$ cat src/rtl/ram_sweep_init.sv
// Single-port synchronous RAM with registered read, read-valid strobe and a
// sequential init sweep that runs after reset release or on a wipe command.
module ram_sweep_init #(
  parameter int n         = 4,
  parameter int m         = 8,
  parameter int INIT_MODE = 1
) (
  input  logic         clk,
  input  logic         clr,
  input  logic         ce,
  input  logic         rw,
  input  logic [n-1:0] mar,
  input  logic [m-1:0] dataIn,
  input  logic         wipe,
  output logic [m-1:0] dataOut,
  output logic         rd_valid,
  output logic         busy
);

  localparam int DEPTH = 1 << n;

  typedef enum logic {
    SWEEP = 1'b0,
    IDLE  = 1'b1
  } state_e;

  state_e       state_q, state_d;
  logic [n-1:0] ptr_q, ptr_d;
  logic [m-1:0] dout_q, dout_d;
  logic         rdv_q, rdv_d;

  logic [m-1:0] mem_q [DEPTH];
  logic         mem_we;
  logic [n-1:0] mem_waddr;
  logic [m-1:0] mem_wdata;
  logic [m-1:0] sweep_data;

  // Sweep pattern: the pointer zero-extended or truncated to the word width.
  generate
    if (INIT_MODE == 0) begin : g_pat_zero
      assign sweep_data = '0;
    end else if (m <= n) begin : g_pat_trunc
      assign sweep_data = ptr_q[m-1:0];
    end else begin : g_pat_ext
      assign sweep_data = {{(m-n){1'b0}}, ptr_q};
    end
  endgenerate

  always_ff @(posedge clk or negedge clr) begin
    if (!clr) begin
      state_q <= SWEEP;
      ptr_q   <= '0;
      dout_q  <= '0;
      rdv_q   <= 1'b0;
    end else begin
      state_q <= state_d;
      ptr_q   <= ptr_d;
      dout_q  <= dout_d;
      rdv_q   <= rdv_d;
    end
  end

  // The array has no reset; the sweep rewrites every word after clr release.
  always_ff @(posedge clk) begin
    if (mem_we) begin
      mem_q[mem_waddr] <= mem_wdata;
    end
  end

  always_comb begin
    state_d   = state_q;
    ptr_d     = ptr_q;
    dout_d    = dout_q;
    rdv_d     = 1'b0;
    mem_we    = 1'b0;
    mem_waddr = mar;
    mem_wdata = dataIn;

    unique case (state_q)
      SWEEP: begin
        mem_we    = 1'b1;
        mem_waddr = ptr_q;
        mem_wdata = sweep_data;
        ptr_d     = ptr_q + n'(1);
        if (&ptr_q) begin
          state_d = IDLE;
        end
      end
      IDLE: begin
        // A wipe wins over any access presented in the same cycle.
        if (wipe) begin
          state_d = SWEEP;
          ptr_d   = '0;
        end else if (ce && rw) begin
          dout_d = mem_q[mar];
          rdv_d  = 1'b1;
        end else if (ce) begin
          mem_we = 1'b1;
        end
      end
      default: begin
        state_d = SWEEP;
        ptr_d   = '0;
      end
    endcase
  end

  assign dataOut  = dout_q;
  assign rd_valid = rdv_q;
  assign busy     = (state_q == SWEEP);

endmodule

$ cat config.mk
export PLATFORM = sky130hd
export DESIGN_NAME = ram_sweep_init
export DESIGN_NICKNAME = d
export VERILOG_FILES = /design/src/rtl/ram_sweep_init.sv
export SDC_FILE = /design/constraint.sdc
export NUM_CORES = 1
export LEC_CHECK = 0
export CAP_MARGIN = 20
export CORE_MARGIN = 1.5
export CORE_UTILIZATION = 60
export DETAILED_ROUTE_END_ITERATION = 7
export GPL_ROUTABILITY_DRIVEN = 0
export PLACE_DENSITY = 0.79
export SLEW_MARGIN = 20
export SYNTH_ARGS = -nofsm -noshare
export SYNTH_HDL_FRONTEND = slang
export SYNTH_SLANG_ARGS = --single-unit
$ cat constraint.sdc
create_clock -name clk -period 2.67 [get_ports clk]
set_input_delay 0.534 -clock clk [delete_from_list [all_inputs] [get_ports clk]]
set_output_delay 0.534 -clock clk [all_outputs]
set_load 0.02 [all_outputs]
---- After elaboration in Yosys (flattened, before gate mapping) ----
Memories as Yosys holds them, arrays and structs flattened. A register that Yosys moved wholly into a read port is not among the register bits.
Index checks and enable logic that the tools add are counted.
word-level totals
  bits in latches ......................... 0
  output and inout bits ................... 10
  memory bits (read-only) ................. 0
  memories ................................ 1
  memory bits (writable) .................. 128
  flip-flop bits (word level) ............. 6
  input bits .............................. 17
  logic and storage cells ................. 28
cells by class
  shift operators ......................... 0
  equality and inequality tests ........... 1
  reductions and logical operators ........ 4
  mux-type cells .......................... 16
  $lt $le $gt $ge ......................... 0
  divide/modulo/power cells ............... 0
  multiply operators ...................... 0
  add/sub/neg operators ................... 1
  bitwise gates (word level) .............. 2
memories
  memory  depth  bits a word  read ports  clocked after Yosys merged registers in  write ports  line  source
  mem_q   16     8            1           1                                        1            32    logic [m-1:0] mem_q [DEPTH];
operator list
  cell                                         count
  two-way mux 1 bit                            10
  two-way mux 4 bit                            2
  two-way mux 8 bit                            1
  one-hot mux 4 bit (2 select lines)           1
  adder 4 x 1 -> 4 bit, second input constant  1
  one-hot mux 1 bit (2 select lines)           2
  AND reduction 4 bit                          1
  AND reduction 3 bit                          1
  != test 2 bit, second input constant         1
  NOT 1 bit                                    2
  logical AND 1 bit                            1
  logical NOT 1 bit                            1

---- Depth between registers and ports, before layout ----
  word-level depth ........................ 6
  gate-level depth with buffers ........... 7
  depth with buffers taken out ............ 5

---- Worst setup path after synthesis ----
Ideal clock, no wire load.
  path type ............................... input -> register
  start point ............................. input mar[2]
  end point ............................... memory mem_q[8][0] (enable)
  setup time .............................. 0.370 ns
  data arrival time ....................... 1.853 ns
  buffers on the path ..................... 1
  path slack .............................. 0.447 ns
  cell stages on the path ................. 5
  required time ........................... 2.300 ns
  cell sequence ........................... buf_6 or4b_1 a21oi_1 nand2b_1 nor2_1
on the way
  longest elaborated chain between the ends .. 1
RTL lines
  element            line  source
  start, declared    12    input logic [n-1:0] mar,
  two-way mux 4 bit  79    unique case (state_q)
  end, declared      32
Every way passes these cells.

---- Worst setup path after layout ----
  start point ............................. register state_q
  end point ............................... output busy
on the way
  longest elaborated chain between the ends .. 1
RTL lines
  element                 line  source
  start, declared         27    state_e state_q, state_d;
  start signal, assigned  56    state_q <= state_d;
  NOT 1 bit               -
  end, declared           17    output logic busy
Every way passes these cells.

==> flow_metrics.tcl <==
set metrics [dict create \
    status "finished, final reports clean" \
    timing.fmax_mhz 452.8 \
    io_buffers 26 \
    critical_path.startpoint "state_q" \
    io_pins 27 \
    drt-total-wl_um 12540 \
    final_cell_mix "edfxtp_1 (128), buf_4 (32), nor2_1 (25)" \
    cts_hold_buffers 0 \
    post-route-period-util 0.8271 \
    cap_viol_max_count 0 \
    syn_avg_cell_area_um2 18.81 \
    initial_core_util 0.6201 \
    final.fill_count 532 \
    yosysWarnings 0 \
    drc 0 \
    finalWorstSetupSlack_ns 0.4617 \
    ant_nets 0 \
    area_growth_pct 20.15 \
    clock_latency_ns 0.52 \
    die_height_um 101.0 \
    die_x_um 101.0 \
    pwr-share-comb 0.232 \
    syn_nets 324 \
    dr.pass1.iters 5 \
    pwr-share-clk 0.306 \
    coreArea_um2 9284 \
    reg2reg_to "mem_q[14][3]" \
    grt_pass1_wl_um 19450 \
    diodes 0 \
    clkSlewWorstSetupHoldPaths_ns 0.07 \
    peakVddDrop_uv 652.7 \
    cts_made_buffers 17 \
    power-per-cell-area_nw_per_um2 1100 \
    setup_tns_ns 0 \
    synth-seq-area-share 0.7285 \
    end_kind "output pin" \
    dp_hpwl_um 7939 \
    synth.distinct_cells 39 \
    grt_setup_unrepaired "false" \
    crit_required_ns 2.14 \
    multi_input_area_um2 1439 \
    cts_max_path_buffers 2 \
    crit_type "register to output pin" \
    worst_pin_slew_ns 0.7391 \
    start_kind "register" \
    antenna_found_initial 0 \
    grt_max_degree 23 \
    r2r-start "state_q" \
    grt_use_total 0.2763 \
    hold_class "primary input to async pin" \
    crit_path_max_fanout 22 \
    p_switching_uw 2292 \
    p_leak_uw 0.002461 \
    pre_cts_ws_ns 0.1004 \
    routed_via_density 6.304 \
    swShare 0.3012 \
    synth_edf_count 128 \
    power.internal_uw 5317 \
    fin_crit_ns 2.208 \
    clock-sinks 142 \
    async_reset_ff_frac 0.09859 \
    fin_skew_ns 0.009183 \
    root_buffer "clkbuf_8" \
    drive_above_1_share 0.2336 \
    rrSetupSlack_ns 0.47 \
    grt_overflow_total 0 \
    first_global_vias 3337 \
    core.rowCount 35 \
    slew_violations 0 \
    regArea_um2 4194 \
    setup_viol 0 \
    layout_commonest_cell "edfxtp_1" \
    crit_end "busy" \
    r2r_cells 6 \
    cts_tree "yes" \
    syn-cell-area_um2 5757 \
    fin_nets 386 \
    slew_headroom 0.5057 \
    ys_ff_latch 142 \
    wl_per_cell_um 24.58 \
    htreeDepth 4 \
    via_count 3215 \
    synthCells 306 \
    hold_viol 0 \
    cp.arrival_ns 1.67 \
    drtIter0Drc 398 \
    die_area_um2 10190 \
    synthFlopType "edfxtp_1" \
    pwr-share-seq 0.461 \
]
cells in the mapped netlist, drive strengths merged (4+ instances only):
library cell / count / area share
clkbuf: 6 / 0.0039
and2: 5 / 0.0054
nand2: 16 / 0.010
nand2b: 4 / 0.0043
a22oi: 6 / 0.0078
nor2: 25 / 0.016
dfrtp: 14 / 0.061
a31oi: 4 / 0.0043
o21ai: 10 / 0.0087
nor2b: 6 / 0.0065
edfxtp: 128 / 0.67
mux2i: 5 / 0.0087
mux4: 31 / 0.13
a21oi: 5 / 0.0043
mux2: 6 / 0.012
buf: 10 / 0.016
critical path, stage by stage, from the launching register on:
cell and delay (ns):
dfrtp_1 0.45, buf_4 0.29, inv_1 0.18, dlymetal6s2s_1 0.24
final cells by class:
type	count	share of cell area
Sequential cell	142	0.6064
Multi-Input combinational cell	145	0.2080
Timing Repair Buffer	59	0.07489
Clock buffer	17	0.05988
Clock inverter	15	0.02587
Tap cell	129	0.02334
Inverter	3	0.001628
through the flow:
stage / utilization / area [µm²] / power, µW / hold WS (ns) / cells
floorplan: - / 5757 / 4462 / 0.2384 / 306
global placement: 0.6809 / 6321 / 5188 / 0.4794 / 478
detailed placement: 0.6809 / 6321 / 5275 / 0.4982 / 478
CTS: 0.7447 / 6914 / 7625 / 0.4609 / 510
global route: 0.7450 / 6917 / 7919 / 0.4901 / 510
finish: 0.7450 / 6917 / 7608 / 0.4499 / 510
worst min-delay path by stage:
stage / to / slack (ns)
after global routing: ptr_q[0] / 0.49
after floorplan: dataOut[0] / 0.24
after detailed placement: dataOut[6] / 0.50
final: ptr_q[2] / 0.45
after global placement: dataOut[6] / 0.48
after CTS: ptr_q[2] / 0.46
registers in the layout (all words and copies together), names as in the netlist:
name and cells:
ptr_q 4, state_q 1, dataOut 8, rd_valid 1, mem_q 128
cell families (layout without fill, tap and decap cells):
logic type / Yosys count / in the layout / share of synthesized area
compound gates: 34 / 34 / 0.03695
mux: 42 / 42 / 0.1521
buf+inv: 19 / 94 / 0.02152
simple gates: 66 / 66 / 0.05564
flops: 142 / 142 / 0.7285
xor+xnor: 2 / 2 / 0.003043
fa+ha+maj: 1 / 1 / 0.002173
timing repair:
action,CTS,global route
hold endpoints to repair,0,0
gates resized for setup,0,1
endpoints found under the setup margin,0,1
setup buffers,0,0
power groups by stage:
stage / Combinational, µW / Clock (µW) / Sequential [µW]
floorplan: 948 / 0 / 3510
global placement: 1680 / 0 / 3510
detailed placement: 1730 / 0 / 3540
CTS: 1760 / 2360 / 3510
global route: 1900 / 2460 / 3550
finish: 1770 / 2330 / 3510
layer usage:
metal | global-route usage | share of wire
met5 | 0 | 0
met3 | 0.07836 | 0.086
met2 | 0.4252 | 0.49
met4 | 0.1068 | 0.026
met1 | 0.3820 | 0.39
Power figures use the tool's default switching activity.
